===== src/rtl/mips_multicycle_control.sv =====
// mips_multicycle_control
//   Multi-cycle MIPS control unit: a registered Moore FSM that sequences
//   fetch, decode, execute, memory and writeback, driving the datapath
//   mux selects and write enables, plus a retired-instruction counter.
//
// Ports
//   clk, rst_n       : rising-edge clock, asynchronous active-low reset
//   op, funct        : instruction[31:26] / instruction[5:0] (held stable by IR)
//   mem_ready        : memory completes the current access this cycle
//   mem_req, IorD, MemWrite, IRWrite, PCWrite, Branch, PCSrc  : fetch / memory / PC control
//   RegDst, MemtoReg, RegWrite, ALUSrcA, ALUSrcB, ALUControl  : register file / ALU control
//   illegal_op       : high while trapped on an illegal instruction
//   state_o          : current FSM state (debug)
//   retired_cnt      : count of completed instructions (wraps)
module mips_multicycle_control #(
    parameter int MEM_WAIT_EN  = 1,
    parameter int ILLEGAL_TRAP = 1,
    parameter int CNT_W        = 32
) (
    input  logic             clk,
    input  logic             rst_n,
    input  logic [5:0]       op,
    input  logic [5:0]       funct,
    input  logic             mem_ready,
    output logic             mem_req,
    output logic             PCWrite,
    output logic             Branch,
    output logic             IorD,
    output logic             MemWrite,
    output logic             IRWrite,
    output logic             RegDst,
    output logic             MemtoReg,
    output logic             RegWrite,
    output logic             ALUSrcA,
    output logic [1:0]       ALUSrcB,
    output logic [1:0]       PCSrc,
    output logic [2:0]       ALUControl,
    output logic             illegal_op,
    output logic [3:0]       state_o,
    output logic [CNT_W-1:0] retired_cnt
);

    typedef enum logic [3:0] {
        FETCH    = 4'd0,
        DECODE   = 4'd1,
        MEMADR   = 4'd2,
        MEMREAD  = 4'd3,
        MEMWB    = 4'd4,
        MEMWRITE = 4'd5,
        EXECUTE  = 4'd6,
        ALUWB    = 4'd7,
        BRANCH   = 4'd8,
        ADDIEXEC = 4'd9,
        ADDIWB   = 4'd10,
        JUMP     = 4'd11,
        TRAP     = 4'd12
    } state_t;

    localparam logic [5:0] OP_RTYPE = 6'b000000;
    localparam logic [5:0] OP_LW    = 6'b100011;
    localparam logic [5:0] OP_SW    = 6'b101011;
    localparam logic [5:0] OP_BEQ   = 6'b000100;
    localparam logic [5:0] OP_ADDI  = 6'b001000;
    localparam logic [5:0] OP_J     = 6'b000010;

    state_t           state_q, state_d;
    logic [CNT_W-1:0] cnt_q, cnt_d;

    logic       rdy;
    logic       funct_legal;
    logic [2:0] funct_alu;
    logic       retire;
    state_t     illegal_next;

    // raw (ungated) write enables; gated by rst_n at the ports
    logic pc_write_c, branch_c, mem_write_c, ir_write_c, reg_write_c;

    assign rdy          = (MEM_WAIT_EN != 0) ? mem_ready : 1'b1;
    assign illegal_next = (ILLEGAL_TRAP != 0) ? TRAP : FETCH;

    always_comb begin
        funct_legal = 1'b1;
        funct_alu   = 3'b010;
        case (funct)
            6'b100000: funct_alu = 3'b010;
            6'b100010: funct_alu = 3'b110;
            6'b100100: funct_alu = 3'b000;
            6'b100101: funct_alu = 3'b001;
            6'b101010: funct_alu = 3'b111;
            default:   funct_legal = 1'b0;
        endcase
    end

    always_comb begin
        state_d     = state_q;
        retire      = 1'b0;
        mem_req     = 1'b0;
        pc_write_c  = 1'b0;
        branch_c    = 1'b0;
        IorD        = 1'b0;
        mem_write_c = 1'b0;
        ir_write_c  = 1'b0;
        RegDst      = 1'b0;
        MemtoReg    = 1'b0;
        reg_write_c = 1'b0;
        ALUSrcA     = 1'b0;
        ALUSrcB     = 2'b00;
        PCSrc       = 2'b00;
        ALUControl  = 3'b000;
        illegal_op  = 1'b0;
        case (state_q)
            FETCH: begin
                mem_req    = 1'b1;
                ALUSrcB    = 2'b01;
                ALUControl = 3'b010;
                ir_write_c = rdy;
                pc_write_c = rdy;
                if (rdy) state_d = DECODE;
            end
            DECODE: begin
                ALUSrcB    = 2'b11;
                ALUControl = 3'b010;
                case (op)
                    OP_LW, OP_SW: state_d = MEMADR;
                    OP_RTYPE:     state_d = funct_legal ? EXECUTE : illegal_next;
                    OP_BEQ:       state_d = BRANCH;
                    OP_ADDI:      state_d = ADDIEXEC;
                    OP_J:         state_d = JUMP;
                    default:      state_d = illegal_next;
                endcase
            end
            MEMADR: begin
                ALUSrcA    = 1'b1;
                ALUSrcB    = 2'b10;
                ALUControl = 3'b010;
                state_d    = (op == OP_LW) ? MEMREAD : MEMWRITE;
            end
            MEMREAD: begin
                mem_req = 1'b1;
                IorD    = 1'b1;
                if (rdy) state_d = MEMWB;
            end
            MEMWB: begin
                MemtoReg    = 1'b1;
                reg_write_c = 1'b1;
                retire      = 1'b1;
                state_d     = FETCH;
            end
            MEMWRITE: begin
                mem_req     = 1'b1;
                IorD        = 1'b1;
                mem_write_c = 1'b1;
                if (rdy) begin
                    retire  = 1'b1;
                    state_d = FETCH;
                end
            end
            EXECUTE: begin
                ALUSrcA    = 1'b1;
                ALUControl = funct_alu;
                state_d    = ALUWB;
            end
            ALUWB: begin
                RegDst      = 1'b1;
                reg_write_c = 1'b1;
                retire      = 1'b1;
                state_d     = FETCH;
            end
            BRANCH: begin
                ALUSrcA    = 1'b1;
                ALUControl = 3'b110;
                PCSrc      = 2'b01;
                branch_c   = 1'b1;
                retire     = 1'b1;
                state_d    = FETCH;
            end
            ADDIEXEC: begin
                ALUSrcA    = 1'b1;
                ALUSrcB    = 2'b10;
                ALUControl = 3'b010;
                state_d    = ADDIWB;
            end
            ADDIWB: begin
                reg_write_c = 1'b1;
                retire      = 1'b1;
                state_d     = FETCH;
            end
            JUMP: begin
                PCSrc      = 2'b10;
                pc_write_c = 1'b1;
                retire     = 1'b1;
                state_d    = FETCH;
            end
            TRAP: begin
                illegal_op = 1'b1;
            end
            default: state_d = FETCH;
        endcase
        cnt_d = cnt_q + CNT_W'(retire);
    end

    always_ff @(posedge clk or negedge rst_n) begin
        if (!rst_n) begin
            state_q <= FETCH;
            cnt_q   <= '0;
        end else begin
            state_q <= state_d;
            cnt_q   <= cnt_d;
        end
    end

    // enables must drop the instant reset asserts, before the state flop settles
    assign PCWrite     = pc_write_c  & rst_n;
    assign IRWrite     = ir_write_c  & rst_n;
    assign MemWrite    = mem_write_c & rst_n;
    assign RegWrite    = reg_write_c & rst_n;
    assign Branch      = branch_c    & rst_n;
    assign state_o     = state_q;
    assign retired_cnt = cnt_q;

endmodule


===== config.mk =====
export PLATFORM = sky130hd
export DESIGN_NAME = mips_multicycle_control
export DESIGN_NICKNAME = d
export VERILOG_FILES = /design/src/rtl/mips_multicycle_control.sv
export SDC_FILE = /design/constraint.sdc
export NUM_CORES = 1
export LEC_CHECK = 0
export BUFFER_PORTS_ARGS = -buffer_cell sky130_fd_sc_hd__clkbuf_2
export CAP_MARGIN = 0
export CORE_ASPECT_RATIO = 0.6
export CORE_MARGIN = 4
export CORE_UTILIZATION = 43
export CTS_BUF_LIST = sky130_fd_sc_hd__clkbuf_8
export CTS_CLUSTER_DIAMETER = 120
export DETAILED_ROUTE_END_ITERATION = 16
export PLACE_DENSITY = 0.8
export SYNTH_ARGS = -nofsm -noshare
export SYNTH_HDL_FRONTEND = slang
export SYNTH_SLANG_ARGS = --single-unit

===== constraint.sdc =====
create_clock -name clk -period 3.35 [get_ports clk]
set_clock_uncertainty 0.05 [all_clocks]
set_input_delay 0.1675 -clock clk [delete_from_list [all_inputs] [get_ports clk]]
set_output_delay 0.1675 -clock clk [all_outputs]
set_load 0.01 [all_outputs]

==> results of run 1 <==
## synth_stat cells (all sizes together), types with 2 or more instances
cell and count:
and4 4, ha 2, xnor2 14, nand3 11, nor2b 7, nor4 4, a41o 2, xor2 18
a21oi 10, o31ai 2, nor3 18, nand2 12, mux2i 2, nor2 23, and3 4, a31oi 2
buf 4, nor3b 5, inv 8, clkbuf 6, o21ai 5, nand4 5, dfrtp 36, nand2b 7
## worst max path at each step
stage                          start               to
after floorplan           state_o[2]  retired_cnt[22]
after global placement    state_o[1]  retired_cnt[30]
after detailed placement  state_o[1]  retired_cnt[28]
after CTS                 state_o[1]  retired_cnt[28]
after global routing      state_o[1]  retired_cnt[30]
final                     state_o[0]  retired_cnt[28]
## cell families (layout without fill, tap and decap cells)
group                    count (synthesis)  in the layout  share of synthesized area
XOR/XNOR                                32             32                     0.1308
multiplexers                             2              2                   0.009346
adder cells (fa/ha/maj)                  3              3                    0.01635
flip-flops                              36             36                     0.4206
AO/OA/AOI/OAI                           28             28                    0.08412
AND/OR/NAND/NOR                        106            106                     0.3026
buffers and inverters                   18             90                    0.03621
## worst register-to-register path, delay by kind of cell (launching register included)
family                   cells  cell delay, ns
adder cells (fa/ha/maj)      2            0.45
AND/OR/NAND/NOR              4            1.40
flip-flops                   1            0.48
AO/OA/AOI/OAI                2            0.32
XOR/XNOR                     1            0.16
## per-layer routing
layer / up-vias / track usage / wire [um]
met1: 906 / 0.2599 / 2526
met2: 72 / 0.2609 / 2264
met4: 0 / 0.04940 / 72
met3: 10 / 0.04236 / 348
met5: - / 0 / 0
li1: 930 / - / -
## layout make-up
type | count | area (sq um) | share of cell area
multi-input combinational | 171 | 1164 | 0.4393
sequential | 36 | 900.9 | 0.3401
timing repair buffer | 74 | 387.9 | 0.1464
tap | 63 | 78.83 | 0.02976
clock buffer | 5 | 68.82 | 0.02598
inverter | 8 | 30.03 | 0.01134
clock inverter | 3 | 18.77 | 0.007085
## power groups by stage
| stage | clock network (mW) | logic, mW | registers, mW |
|---|---|---|---|
| floorplan | 0 | 0.329 | 0.572 |
| global placement | 0 | 0.557 | 0.573 |
| detailed placement | 0 | 0.559 | 0.578 |
| CTS | 0.312 | 0.566 | 0.570 |
| global route | 0.334 | 0.628 | 0.585 |
| finish | 0.305 | 0.564 | 0.573 |
## flip-flops by register name, summed over array words and instances (netlist names)
| name | flops |
|---|---|
| retired_cnt | 32 |
| state_o | 4 |
## timing repair
action                                 in CTS  in global routing
endpoints found under the hold margin      16                  0
hold buffers                                1                  0
buffers inserted                            0                  0
==> results.py, run 1 <==
metrics = {
    "global_route": {
        "overflow": 0,
        "grt_first_pass_wirelength_um": 9032,
        "grt_use_total": 0.1778,
        "grt_max_degree": 22,
        "grt_pass1_vias": 1813,
        "antenna_found_initial": 0,
    },
    "hold_path": {
        "hold_path_depth": 3,
        "hp-start": "op[4]",
        "worstHoldPathType": "input pin to register",
        "min_to": "state_o[1]",
    },
    "synth": {
        "synth_flop_cell": "dfrtp_1",
        "ys_seq_area_frac": 0.4206,
        "synth_edf_count": 0,
        "postSynthAreaPerCell_sq_um": 9.520,
        "yosysTopAreaCell": "dfrtp_1",
        "synth_nets": 242,
        "synth_cell_types": 44,
        "syn_inst": 225,
        "synthArstFlopShare": 1.000,
        "syn-cell-area_sq_mm": 0.002142,
        "synth_top_area_share": 0.4206,
        "ys_ff_latch": 36,
        "synthTopCellsByArea": "dfrtp_1 (42%), xor2_1 (7.4%), xnor2_1 (5.7%)",
        "yosys_warnings": 0,
    },
    "cells_and_area": {
        "area_delta_synth_final_pct": 23.66,
        "post-route-util": 0.5656,
        "fin_area_sq_mm": 0.002649,
        "layout_common_cells": "clkbuf_2 (68), dfrtp_1 (36), nor2_1 (23)",
        "n_fill_cell": 427,
        "diodes": 0,
        "finalNetCount": 313,
        "layout-drive-gt1-share": 0.3165,
        "final_common_cell": "clkbuf_2",
        "final_cells": 360,
    },
    "clock_network": {
        "cts_buffers": 5,
        "path_clk_slew_ns": 0.08,
        "cts_resized": 0,
        "cts_tree": "yes",
        "clock_sinks": 36,
        "clk_path_buf_depth": 2,
        "root_buffer": "clkbuf_8",
        "clk_latency_ns": 0.29,
        "htree_levels": 2,
    },
    "timing": {
        "worstMarginPinSlew_ns": 0.5764,
        "relSlewSlack": 0.6157,
        "min_period_ns": 2.945,
        "hold_viol": 0,
        "setup_ws_ns": 0.4049,
        "drv_slew": 0,
        "whs_ns": 0.2559,
        "final.period_utilization": 0.8791,
        "setup_viol": 0,
        "max_freq_ghz": 0.3395,
        "rsz0062_at_grt": "false",
        "tns_ns": 0,
    },
    "setup_path": {
        "crit_arrival_ns": 3.10,
        "worstSetupStartpointType": "register",
        "r2r_cells": 9,
        "r2r_end": "retired_cnt[28]",
        "critical_path_class": "register to register",
        "required_ns": 3.51,
        "cp.depth": 9,
        "end_kind": "register",
        "path_max_fanout": 10,
        "cp_slowest_cell": "or4_1",
        "r2r-start": "state_o[0]",
        "crit_chain": "nand2b_1 -> a21oi_1 -> a221oi_1 -> ha_1 -> ha_1 -> nand3_1 -> or4_1 -> nor3b_2 -> xor2_1",
        "slowest_delay_ns": 0.74,
        "crit_family": "simple AND/OR/NAND/NOR gates",
        "crit_buf_inv": 0,
        "reg2reg_slack_ns": 0.40,
        "crit_path_frequent_cell": "ha_1",
    },
    "detailed_routing": {
        "wl_per_cell_um": 14.48,
        "ant_nets": 0,
        "drc": 0,
        "routed_wl_um": 5211,
        "drtIter0Drc": 117,
        "dr.pass1.iters": 4,
        "num_vias": 1918,
        "vias_per_cell": 5.328,
    },
    "power": {
        "power_leakage_nw": 1.317,
        "power.clock.fraction": 0.212,
        "swShare": 0.3930,
        "powerDensity_mw_per_mm2": 544.4,
        "p_seq_frac": 0.397,
        "p_total_mw": 1.442,
        "p_switching_uw": 566.7,
        "comb_power_share": 0.391,
        "p_int_uw": 875.3,
        "ir_worst_vdd_v": 0.0002467,
    },
    "die": {
        "io_pins": 69,
        "die_h_um": 62.67,
        "dieArea_sq_mm": 0.006212,
        "num_rows": 19,
        "initial_utilization": 0.4574,
        "die_w_um": 99.12,
        "core_area_sq_mm": 0.004683,
    },
    "run_status": {
        "status": "complete, no violations",
    },
    "place": {
        "dp_hpwl_um": 4021,
        "place_inst": 351,
        "post_dp_cell_area_sq_mm": 0.002551,
        "dp_slack_ns": 0.4240,
        "portBuffers": 68,
        "routabilityCongestion": 0.8051,
    },
    "job": {
        "cap_violations": 0,
    },
}
(Power assumes the default switching activity.)
==> run 2, diff against run 1 <==
Settings changed: REMOVE_ABC_BUFFERS set to 1.
==> results.py, run 2 (synthesis results as in run 1) <==
metrics = {
    "detailed_routing": {
        "routed_wl_um": 5274,
        "drtIter0Drc": 154,
        "num_vias": 1891,
        "drc": 0,
        "dr.pass1.iters": 4,
        "vias_per_cell": 5.238,
        "wl_per_cell_um": 14.61,
        "ant_nets": 0,
    },
    "place": {
        "place_inst": 352,
        "dp_hpwl_um": 4138,
        "portBuffers": 68,
        "routabilityCongestion": 0.9626,
    },
    "die": {
        "initial_utilization": 0.4574,
        "io_pins": 69,
        "core_area_sq_mm": 0.004683,
        "dieArea_sq_mm": 0.006212,
        "die_h_um": 62.67,
        "num_rows": 19,
        "die_w_um": 99.12,
    },
    "cells_and_area": {
        "final_cells": 361,
        "final_common_cell": "clkbuf_2",
        "finalNetCount": 314,
        "layout_common_cells": "clkbuf_2 (68), dfrtp_1 (36), nor2_1 (23)",
        "area_delta_synth_final_pct": 24.18,
        "diodes": 0,
        "largest_register_ffs": 32,
        "layout-drive-gt1-share": 0.3221,
    },
    "clock_network": {
        "path_clk_slew_ns": 0.07,
        "clk_latency_ns": 0.28,
        "postCtsSetupBuffers": 0,
        "cts_buffers": 5,
        "clock_sinks": 36,
        "htree_levels": 2,
        "root_buffer": "clkbuf_8",
        "cts_tree": "yes",
        "clk_path_buf_depth": 2,
    },
    "power": {
        "p_total_mw": 1.448,
        "power_leakage_nw": 1.324,
        "ir_worst_vdd_v": 0.0005132,
        "powerDensity_mw_per_mm2": 544.4,
    },
    "timing": {
        "drv_slew": 0,
        "tns_ns": 0,
        "setup_viol": 0,
        "final.period_utilization": 0.8815,
        "min_period_ns": 2.953,
        "hold_viol": 0,
        "rsz0062_at_grt": "false",
        "relSlewSlack": 0.5974,
        "worstMarginPinSlew_ns": 0.6039,
        "max_freq_ghz": 0.3386,
    },
    "setup_path": {
        "worstSetupStartpointType": "register",
        "path_max_fanout": 10,
        "crit_chain": "nand2b_1 -> a21oi_1 -> a221oi_1 -> ha_1 -> and4_1 -> or4b_1 -> nor4_4 -> xor2_1",
        "crit_arrival_ns": 3.10,
        "end_kind": "register",
        "cp_slowest_cell": "or4b_1",
        "critical_path_class": "register to register",
        "required_ns": 3.50,
        "slowest_delay_ns": 0.75,
    },
    "global_route": {
        "use_met2": 0.2575,
        "antenna_found_initial": 0,
        "grt_util_met1": 0.2434,
        "grt_use_total": 0.1730,
        "grt_first_pass_wirelength_um": 8804,
        "top_usage_layer": "met2",
        "grt_pass1_vias": 1796,
        "grt_max_degree": 27,
        "overflow": 0,
        "use_met3": 0.05909,
    },
    "job": {
        "cap_violations": 0,
    },
    "hold_path": {
        "worstHoldPathType": "input pin to register",
    },
    "run_status": {
        "status": "complete, no violations",
    },
}
[run 2: final timing paths]
path                                 startpoint         endpoint  slack, ns  cells past startpoint
worst max-delay path                 state_o[1]  retired_cnt[23]       0.40                      8
worst min-delay path                      op[4]       state_o[1]       0.26                      3
worst max register to register       state_o[1]  retired_cnt[23]       0.40                      8
worst min register to register  retired_cnt[19]  retired_cnt[19]       0.43                      1
max in group asynchronous                 rst_n   retired_cnt[1]       2.32                      3
min in group asynchronous                 rst_n  retired_cnt[21]       0.28                      2
[run 2: cell type report]
type | count | area (sq um)
clock buffers | 5 | 68.82
clock inverters | 3 | 18.77
fillers | 413 | 2023
inverters | 8 | 30.03
multi-input cells | 171 | 1167
flip-flops and latches | 36 | 900.9
well taps | 63 | 78.83
repair buffers | 75 | 395.4
[run 2: critical path: cells and delay by family, from the launching register on]
family | cells | cell delay (ns)
xor gates and xnor gates | 1 | 0.19
adders and majority gates | 1 | 0.27
DFF | 1 | 0.43
and+or+nand+nor | 4 | 1.49
AOI/OAI and AO/OA | 2 | 0.44
[run 2: per-stage QoR]
stage          hold slack (ns)  instance area [sq um]    util  setup slack (ns)
3_3_place_gp           0.04870                   2559  0.5464            0.5596
4_1_cts                 0.2550                   2656  0.5672            0.2810
5_1_grt                 0.2740                   2660  0.5680            0.1475
3_5_place_dp           0.04270                   2559  0.5464            0.3012
6_report                0.2592                   2660  0.5680            0.3969
2_1_floorplan          -0.1781                   2095       -            0.5504
[run 2: timing repair]
action	4_1_cts	5_1_grt
hold buffers	1	0
endpoints found under the hold margin	10	0
resized for setup	0	1
setup endpoints to repair	0	1
[run 2: power by group]
group,total [mW],internal (mW),switching (mW)
clock network,0.299,0.145,0.154
logic,0.598,0.246,0.352
registers,0.550,0.491,0.0592
[run 2: metal layers]
layer	vias up	routed length [um]
met5	-	0
met1	878	2551
met2	67	2281
li1	936	-
met3	10	396
met4	0	44
